## config.mk

```make
export PLATFORM = sky130hd
export DESIGN_NAME = eq_result_tracker
export DESIGN_NICKNAME = d
export VERILOG_FILES = /design/src/rtl/eq_result_tracker.sv
export SDC_FILE = /design/constraint.sdc
export NUM_CORES = 1
export LEC_CHECK = 0
export BUFFER_PORTS_ARGS = -buffer_cell sky130_fd_sc_hd__buf_4
export CAP_MARGIN = 10
export CORE_ASPECT_RATIO = 1.2
export CORE_MARGIN = 10
export CORE_UTILIZATION = 40
export DETAILED_ROUTE_END_ITERATION = 8
export PLACE_DENSITY = 0.66
export SYNTH_ARGS = -nofsm -noshare
export SYNTH_HDL_FRONTEND = slang
export SYNTH_SLANG_ARGS = --single-unit
```

## constraint.sdc

```tcl
create_clock -name clk -period 4.83 [get_ports clk]
set_clock_uncertainty 0.1 [all_clocks]
set_input_delay 0.483 -clock clk [delete_from_list [all_inputs] [get_ports clk]]
set_output_delay 0.483 -clock clk [all_outputs]
set_load 0.01 [all_outputs]
```

## src/rtl/eq_result_tracker.sv

```systemverilog
// rtl/eq_result_tracker.sv - tagged result tracker and match statistics for a pipelined equality comparator
//
// Purpose:
//   Carries a valid bit and a tag next to every operand pair issued to the
//   comparator. These are delayed so that they line up with the comparator's
//   eq output. Each issued compare produces one registered, tagged match or
//   mismatch event. The block also keeps saturating match and mismatch
//   counts, the current and longest consecutive-match run, and a one-shot
//   pulse when the run reaches RUN_THRESH.
//
// Ports:
//   clk            in   rising-edge system clock
//   rst            in   asynchronous active-high reset
//   in_valid       in   compare issued (sampled on the same edge as the comparator operands)
//   in_tag         in   tag of the issued compare
//   eq             in   comparator result, valid LATENCY-1 edges after issue
//   clear          in   synchronous clear of all statistics
//   out_valid      out  one-cycle strobe per resolved compare
//   out_tag        out  tag of the resolved compare (held when out_valid=0)
//   out_match      out  eq of the resolved compare (held when out_valid=0)
//   match_count    out  saturating count of matches
//   mismatch_count out  saturating count of mismatches
//   run_len        out  current consecutive-match run, saturating
//   max_run        out  longest run since reset/clear
//   run_hit        out  pulse when run_len moves to RUN_THRESH

module eq_result_tracker #(
    parameter int TAG_W      = 8,
    parameter int LATENCY    = 3,
    parameter int CNT_W      = 16,
    parameter int RUN_THRESH = 4
) (
    input  logic             clk,
    input  logic             rst,
    input  logic             in_valid,
    input  logic [TAG_W-1:0] in_tag,
    input  logic             eq,
    input  logic             clear,
    output logic             out_valid,
    output logic [TAG_W-1:0] out_tag,
    output logic             out_match,
    output logic [CNT_W-1:0] match_count,
    output logic [CNT_W-1:0] mismatch_count,
    output logic [CNT_W-1:0] run_len,
    output logic [CNT_W-1:0] max_run,
    output logic             run_hit
);

    localparam logic [CNT_W-1:0] THRESH_M1 = CNT_W'(RUN_THRESH - 1);

    // Stage 0 is the capture of in_valid/in_tag on the issue edge. It is
    // followed by LATENCY-1 delay stages. The last stage is therefore
    // populated after issue edge + LATENCY-1, which is the point where eq for
    // the same compare becomes stable. Both are then combined on the next
    // edge into the output registers.
    logic [LATENCY-1:0] vld_q;
    logic [TAG_W-1:0]   tag_q [LATENCY];

    logic             out_valid_q, out_valid_d;
    logic [TAG_W-1:0] out_tag_q,   out_tag_d;
    logic             out_match_q, out_match_d;
    logic [CNT_W-1:0] match_q,     match_d;
    logic [CNT_W-1:0] mismatch_q,  mismatch_d;
    logic [CNT_W-1:0] run_q,       run_d;
    logic [CNT_W-1:0] max_q,       max_d;
    logic             hit_q,       hit_d;

    logic             res_valid;
    logic [TAG_W-1:0] res_tag;
    logic [CNT_W-1:0] run_inc;

    function automatic logic [CNT_W-1:0] sat_inc(input logic [CNT_W-1:0] v);
        return (v == {CNT_W{1'b1}}) ? v : v + 1'b1;
    endfunction

    always_ff @(posedge clk or posedge rst) begin
        if (rst) begin
            vld_q <= '0;
            for (int i = 0; i < LATENCY; i++) begin
                tag_q[i] <= '0;
            end
        end else begin
            vld_q[0] <= in_valid;
            tag_q[0] <= in_tag;
            for (int i = 1; i < LATENCY; i++) begin
                vld_q[i] <= vld_q[i-1];
                tag_q[i] <= tag_q[i-1];
            end
        end
    end

    assign res_valid = vld_q[LATENCY-1];
    assign res_tag   = tag_q[LATENCY-1];
    assign run_inc   = sat_inc(run_q);

    always_comb begin
        out_valid_d = res_valid;
        out_tag_d   = out_tag_q;
        out_match_d = out_match_q;
        match_d     = match_q;
        mismatch_d  = mismatch_q;
        run_d       = run_q;
        max_d       = max_q;
        hit_d       = 1'b0;

        if (res_valid) begin
            out_tag_d   = res_tag;
            out_match_d = eq;
            if (eq) begin
                match_d = sat_inc(match_q);
                run_d   = run_inc;
                max_d   = (run_inc > max_q) ? run_inc : max_q;
                // THRESH_M1 is below all-ones, so this increment is never saturated.
                // The pulse therefore fires exactly once per run.
                hit_d   = (run_q == THRESH_M1);
            end else begin
                mismatch_d = sat_inc(mismatch_q);
                run_d      = '0;
            end
        end

        // Clear takes priority over a result resolving on the same edge, but
        // only for the statistics; the event outputs above still go out.
        if (clear) begin
            match_d    = '0;
            mismatch_d = '0;
            run_d      = '0;
            max_d      = '0;
            hit_d      = 1'b0;
        end
    end

    always_ff @(posedge clk or posedge rst) begin
        if (rst) begin
            out_valid_q <= 1'b0;
            out_tag_q   <= '0;
            out_match_q <= 1'b0;
            match_q     <= '0;
            mismatch_q  <= '0;
            run_q       <= '0;
            max_q       <= '0;
            hit_q       <= 1'b0;
        end else begin
            out_valid_q <= out_valid_d;
            out_tag_q   <= out_tag_d;
            out_match_q <= out_match_d;
            match_q     <= match_d;
            mismatch_q  <= mismatch_d;
            run_q       <= run_d;
            max_q       <= max_d;
            hit_q       <= hit_d;
        end
    end

    assign out_valid      = out_valid_q;
    assign out_tag        = out_tag_q;
    assign out_match      = out_match_q;
    assign match_count    = match_q;
    assign mismatch_count = mismatch_q;
    assign run_len        = run_q;
    assign max_run        = max_q;
    assign run_hit        = hit_q;

endmodule

```

==> results of run 1 <==
==> synthesized netlist by cell type (all sizes together), types with 2 or more instances <==
master | number | area share
mux2 | 9 | 0.021
dfrtp | 102 | 0.54
or2 | 2 | 0.0026
o211ai | 2 | 0.0032
o21ai | 23 | 0.024
nor2 | 50 | 0.039
nand4 | 18 | 0.024
nor4b | 2 | 0.0037
nand3b | 2 | 0.0032
a32o | 6 | 0.013
nand2 | 30 | 0.025
ha | 19 | 0.050
or4 | 2 | 0.0032
buf | 7 | 0.010
xnor2 | 16 | 0.031
a21oi | 17 | 0.020
mux2i | 2 | 0.0042
a31oi | 2 | 0.0026
a22o | 3 | 0.0055
inv | 31 | 0.024
or3 | 9 | 0.013
o2bb2ai | 9 | 0.018
nor4 | 5 | 0.0079
and3 | 5 | 0.0066
nand3 | 25 | 0.029
and4 | 3 | 0.0061
nor3 | 6 | 0.0074
nor2b | 2 | 0.0026
a21o | 2 | 0.0032
clkbuf | 8 | 0.0066
xor2 | 20 | 0.038
==> state kept, by name (all words and copies together) (netlist names) <==
signal          count
out_match           1
out_tag             8
run_hit             1
tag_q              16
vld_q               3
run_len            16
match_count        16
mismatch_count     16
res_tag             8
max_run            16
out_valid           1
==> power by group through the flow <==
| stage | sequential [mW] | clock, mW | combinational (mW) |
|---|---|---|---|
| finish | 0.891 | 0.716 | 0.0992 |
| global route | 0.895 | 0.774 | 0.112 |
| CTS | 0.892 | 0.739 | 0.102 |
| detailed placement | 0.909 | 0 | 0.102 |
| global placement | 0.907 | 0 | 0.101 |
| floorplan | 0.909 | 0 | 0.0570 |
==> area by class of cell <==
type | count | area, µm² | area share
Inverter | 31 | 119 | 0.0204
Multi-Input combinational cell | 298 | 2010 | 0.344
Sequential cell | 102 | 2550 | 0.437
Tap cell | 157 | 196 | 0.0336
Clock buffer | 9 | 225 | 0.0386
Timing Repair Buffer | 89 | 668 | 0.114
Clock inverter | 7 | 72.6 | 0.0124
==> layer usage <==
layer,GRT usage,part of all wire,vias up
met5,0,0,-
met4,0.0464,0.011,0
met3,0.0441,0.064,14
met2,0.241,0.50,115
met1,0.169,0.42,1768
li1,-,-,1737
==> cell families (layout without fill, tap and decap cells) <==
family / after synthesis / count (layout)
AND/OR/NAND/NOR: 162 / 162
flip-flops: 102 / 102
AO/OA/AOI/OAI: 70 / 70
buffers and inverters: 46 / 136
XOR/XNOR: 36 / 36
adder cells (fa/ha/maj): 19 / 19
multiplexers: 11 / 11
==> worst reg2reg max path, delay by kind of cell, from the launching register on <==
kind	cells	cell delay, ps
buffers and inverters	1	80
XOR/XNOR	1	270
adder cells (fa/ha/maj)	2	570
AND/OR/NAND/NOR	6	2010
AO/OA/AOI/OAI	3	740
flip-flops	1	450
==> worst max-delay path by stage <==
stage	slack, ps	end	startpoint	cells past startpoint
finish	550	max_run[0]$_DFFE_PP0P_	run_len[0]$_DFFE_PP0P_	13
global route	200	max_run[12]$_DFFE_PP0P_	run_len[0]$_DFFE_PP0P_	14
CTS	540	max_run[0]$_DFFE_PP0P_	run_len[0]$_DFFE_PP0P_	13
detailed placement	580	max_run[0]$_DFFE_PP0P_	run_len[0]$_DFFE_PP0P_	13
global placement	700	max_run[0]$_DFFE_PP0P_	run_len[0]$_DFFE_PP0P_	14
floorplan	1160	max_run[0]$_DFFE_PP0P_	run_len[0]$_DFFE_PP0P_	15
==> results.md, run 1 <==
* CORE AREA at 11,600 µm²
* Rel. slew slack at 0.301
* Root Buffer: clkbuf_16
* Layout area overhead at 22.8%
* Synth Area in Compound Gates at 0.102
* Register bit total from synthesis at slightly above 100
* Pins Over Slew Limit at 0
* Die Y at about 140 µm
* Post-Synthesis Cells at approximately 450
* Wire length of the first global-routing pass at 19.3 mm
* Post-Syn Area per Cell at 10.7 µm²
* Internal power at 1.28 mW
* Die area at ~17,000 µm²
* Worst-Skew Late Latency at about 350 ps
* Utilization after layout at 0.503
* CTS Buffer Depth at 2
* YS warnings at 0
* Unrepaired setup endpoints after global routing: false
* Required @ worst endpoint at around 5000 ps
* Switch share at 0.249
* Largest net degree at the start of global routing at 57
* Worst slack, placed at a little under 600 ps
* Vias per Instance at ~5.2
* Fillers at ~1,100
* Setup Viol. Count Final at 0
* CTS H-Tree Depth at 3
* Reg2reg path depth at 13
* FMAX at about 230 MHz
* Post-DP Area at approximately 5500 µm²
* Routed Antenna Nets at 0
* CTS tree: built
* Pwr/cell area at ~290 nW/µm²
* Outcome: complete, no violations
* Reg-to-reg slack, setup at 550 ps
* Worst path bufs/invs at 1
* Vias in the first global route at 3,711
* Slowest stage cell, crit path: or4_1
* Syn_nets at 478
* Iter 0 DRT Violations at 224
* Post-Synth Adder-Cell Area at 0.0500
* Top_reg_cell synth: dfrtp_1
* Yosys cell types at 54
* Final Non-Filler Cells at between 600 and 700
* Overall Global Routing Usage at 0.143
* Max-cap violations at 0
* CP max stage delay at ~700 ps
* Synthesized area at around 4800 µm²
* Via count at 3,634
* Simple-Gate Fraction of Synth Area at 0.175
* Layout cells sized above 1 at 0.243
* Dpl cells at slightly below 700
* Sequential share of power at 0.522
* Pleak at about 2.7 nW
* Fin Hold WS at roughly 130 ps
* Commonest cells after routing, fill and taps aside: dfrtp_1, buf_4, nor2_1, inv_1, nand2_1
* Setup bufs post-CTS at 0
* Per-cell routed wire length at roughly 17 µm
* Post-Route WL at between 10 and 15 mm
* CP Launch Type: register
* HPWL Detailed at about 8.6 mm
* Hold buffers post-CTS at 0
* Reg-to-Reg Start: run_len[0]$_DFFE_PP0P_
* TritonCTS Buffers at 9
* Setup crit end kind: register
* Final GP Congestion at 0.930
* Initial Util at 0.409
* Ant. Diodes at 0
* Post-synth EDFFs at 0
* Global route overflow at 0
* Cell area after layout at ~5800 µm²
* First-pass DRT Iterations at 4
* Fin crit share at 0.885
* Number of I/O pins at 88
* Crit path max fanout at 16
* Arrival time worst endpoint at 4460 ps
* Async set or reset register ratio after synthesis at 1.00
* TNS Setup at 0 ps
* Initial antenna violation count at 0
* Post-layout worst setup margin at between 500 and 600 ps
* Sequential area share after synthesis at 0.537
* Crit-path cells: ha_1 > nand2_2 > nor4_2 > and3_1 > or4_1 > xor2_2 > inv_1 > ha_1 > nand4_1 > a211oi_1 > or4_1 > a21oi_4 > a2bb2o_1
* Clock Power Share at 0.420
* Combinational Power Share at 0.058
* Slew at the pin closest to its max-slew limit at approximately 1000 ps
* Synth Area in XOR/XNOR at 0.0695
* TritonCTS Sinks at around 100
* CP delay by family, top: simple AND/OR/NAND/NOR gates
* Sw Pwr at between 400 and 500 µW
* Post-CTS Resized at 0
* Commonest non-fill, non-tap cell in the layout: dfrtp_1
* VDD IR max at around 0.00017 V
* DRC at 0
* Multiplexer area fraction after synthesis at 0.0255
* Crit Path Class: register to register
* Rows at 43
* RR Endpoint: max_run[0]$_DFFE_PP0P_
* Port Buffers at 87
* Clock-pin transition on the worst setup and hold timing paths at roughly 70 ps
* HP Class: input pin to asynchronous set/reset pin
* Tot Pwr at around 1.7 mW
* Largest family of logic cells by synthesized area: simple AND/OR/NAND/NOR gates
* Nets at ~560
* Period minus WS final at roughly 4300 ps
* Hold Vio Cnt, Final at 0
* Die Wd at 120 µm
Power figures use the tool's default switching activity.
==> run 2, diff against run 1 <==
- CORE_UTILIZATION: 40 -> 55
- PLACE_DENSITY: 0.66 -> 0.84
==> results.md, run 2 (synthesis gave the netlist of run 1 again) <==
* Outcome: complete, no violations (unchanged)
* Post-layout worst setup margin at 512 ps (was 555 ps)
* Reg2reg path depth at 14 (was 13)
* Wire length of the first global-routing pass at 18.6 mm (was 19.3 mm)
* Post-CTS Resized at 0 (unchanged)
* Commonest non-fill, non-tap cell in the layout: dfrtp_1 (unchanged)
* Slowest stage cell, crit path: or4_1 (unchanged)
* Utilization after layout at 0.667 (was 0.503)
* Die Y at 122 µm (was 139 µm)
* Period minus WS final at 4320 ps (was 4280 ps)
* Arrival time worst endpoint at 4540 ps (was 4460 ps)
* Reg-to-Reg Start: run_len[0]$_DFFE_PP0P_ (unchanged)
* Crit path depth at 14 (was 13)
* Hold buffers post-CTS at 0 (unchanged)
* Nets at 562 (was 563)
* Worst-Skew Late Latency at 380 ps (was 350 ps)
* Routed Antenna Nets at 0 (unchanged)
* Vias per Instance at 5.62 (was 5.24)
* Pins Over Slew Limit at 0 (unchanged)
* Via count at 3,664 (was 3,634)
* Ant. Diodes at 0 (unchanged)
* Root Buffer: clkbuf_8 (was clkbuf_16)
* TNS Setup at 0 ps (unchanged)
* Per-cell routed wire length at 17.0 µm (about the same)
* Pwr/cell area at 267 nW/µm² (was 292 nW/µm²)
* CTS tree: built (unchanged)
* Dpl cells at 636 (was 677)
* Initial Util at 0.558 (was 0.409)
* CP Launch Type: register (unchanged)
* Vias in the first global route at 3,743 (was 3,711)
* Crit-path cells: ha_1 > nand2_2 > nor4_2 > a31oi_1 > nand3_1 > xor2_1 > inv_1 > ha_1 > a21o_1 > nand3_1 > a211oi_1 > or4_1 > a21oi_4 > a2bb2o_1 (was ha_1 > nand2_2 > nor4_2 > and3_1 > or4_1 > xor2_2 > inv_1 > ha_1 > nand4_1 > a211oi_1 > or4_1 > a21oi_4 > a2bb2o_1)
* FMAX at 232 MHz (was 234 MHz)
* HP Class: input pin to asynchronous set/reset pin (unchanged)
* CP delay by family, top: simple AND/OR/NAND/NOR gates (unchanged)
* Setup crit end kind: register (unchanged)
* CORE AREA at 8520 µm² (was 11,600 µm²)
* Number of I/O pins at 88 (unchanged)
* Die area at 12,800 µm² (was 16,700 µm²)
* Worst path bufs/invs at 1 (unchanged)
* First-pass DRT Iterations at 6 (was 4)
* Slew at the pin closest to its max-slew limit at 1040 ps (about the same)
* Layout cells sized above 1 at 0.239 (was 0.243)
* Hold Vio Cnt, Final at 0 (unchanged)
* Port Buffers at 87 (unchanged)
* Crit path max fanout at 16 (unchanged)
* Commonest cells after routing, fill and taps aside: dfrtp_1, buf_4, nor2_1, inv_1, nand2_1 (unchanged)
* HPWL Detailed at 8.24 mm (was 8.56 mm)
* Overall Global Routing Usage at 0.178 (was 0.143)
* Die Wd at 105 µm (was 120 µm)
* VDD IR max at 0.000222 V (was 0.000165 V)
* Layout area overhead at 19.4% (was 22.8%)
* Max-cap violations at 0 (unchanged)
* RR Endpoint: max_run[0]$_DFFE_PP0P_ (unchanged)
* Final Non-Filler Cells at 652 (was 693)
* Crit Path Class: register to register (unchanged)
* Final GP Congestion at 0.917 (was 0.930)
* CP max stage delay at 720 ps (was 710 ps)
* Rows at 37 (was 43)
* TritonCTS Sinks at 102 (unchanged)
* Unrepaired setup endpoints after global routing: false (unchanged)
* Setup bufs post-CTS at 0 (unchanged)
* Largest net degree at the start of global routing at 55 (was 57)
* TritonCTS Buffers at 9 (unchanged)
* Fin crit share at 0.894 (was 0.885)
* Setup Viol. Count Final at 0 (unchanged)
* Post-Route WL at 11.1 mm (was 11.8 mm)
* Rel. slew slack at 0.302 (was 0.301)
* Iter 0 DRT Violations at 181 (was 224)
* Clock-pin transition on the worst setup and hold timing paths at 100 ps (was 70 ps)
* Required @ worst endpoint at 5050 ps (was 5020 ps)
* DRC at 0 (unchanged)
* CTS Buffer Depth at 2 (unchanged)
* Worst slack, placed at 618 ps (was 582 ps)
* Pleak at 2.63 nW (was 2.69 nW)
* Reg-to-reg slack, setup at 510 ps (was 550 ps)
* Tot Pwr at 1.51 mW (was 1.71 mW)
* CTS H-Tree Depth at 3 (unchanged)
* Initial antenna violation count at 0 (unchanged)
* Global route overflow at 0 (unchanged)
==> run 2: worst register-to-register path, stage by stage, from the launching register on <==
cell and delay, ps:
dfrtp_1 470, ha_1 260, nand2_2 140, nor4_2 420
a31oi_1 300, nand3_1 200, xor2_1 260, inv_1 80
ha_1 300, a21o_1 160, nand3_1 80, a211oi_1 70
or4_1 720, a21oi_4 480, a2bb2o_1 220
==> run 2: metal layers <==
metal / GRT usage / vias to the layer above / part of all wire
met5: 0 / - / 0
met4: 0.0911 / 0 / 0.030
met3: 0.0581 / 21 / 0.077
met2: 0.298 / 122 / 0.50
met1: 0.199 / 1796 / 0.39
li1: - / 1725 / -
==> run 2: report_power, final <==
part | leakage, nW | internal, mW | total (mW) | switching [mW]
Clock | 0.0977 | 0.203 | 0.524 | 0.322
Combinational | 1.20 | 0.0386 | 0.0985 | 0.0600
Sequential | 1.34 | 0.876 | 0.891 | 0.0147
==> run 2: metrics by stage <==
stage	hold WS, ps	cell area, µm²
floorplan	231	4760
global placement	231	5490
detailed placement	235	5490
CTS	81.6	5680
global route	76.6	5680
finish	87.3	5680
==> run 2: worst max-delay path by stage <==
| stage | start | to | slack (ps) |
|---|---|---|---|
| 2_1_floorplan | run_len[0]$_DFFE_PP0P_ | max_run[0]$_DFFE_PP0P_ | 1160 |
| 3_3_place_gp | run_len[0]$_DFFE_PP0P_ | max_run[0]$_DFFE_PP0P_ | 830 |
| 3_5_place_dp | run_len[0]$_DFFE_PP0P_ | max_run[0]$_DFFE_PP0P_ | 620 |
| 4_1_cts | run_len[0]$_DFFE_PP0P_ | max_run[0]$_DFFE_PP0P_ | 570 |
| 5_1_grt | run_len[0]$_DFFE_PP0P_ | max_run[6]$_DFFE_PP0P_ | 210 |
| 6_report | run_len[0]$_DFFE_PP0P_ | max_run[0]$_DFFE_PP0P_ | 510 |
==> run 2: final cells by class <==
class                   count  area [µm²]
flip-flops and latches    102        2550
multi-input cells         298        2010
clock buffers              10         128
inverters                  31         119
well taps                 117         146
clock inverters             6        65.1
fillers                   689        2840
repair buffers             88         661
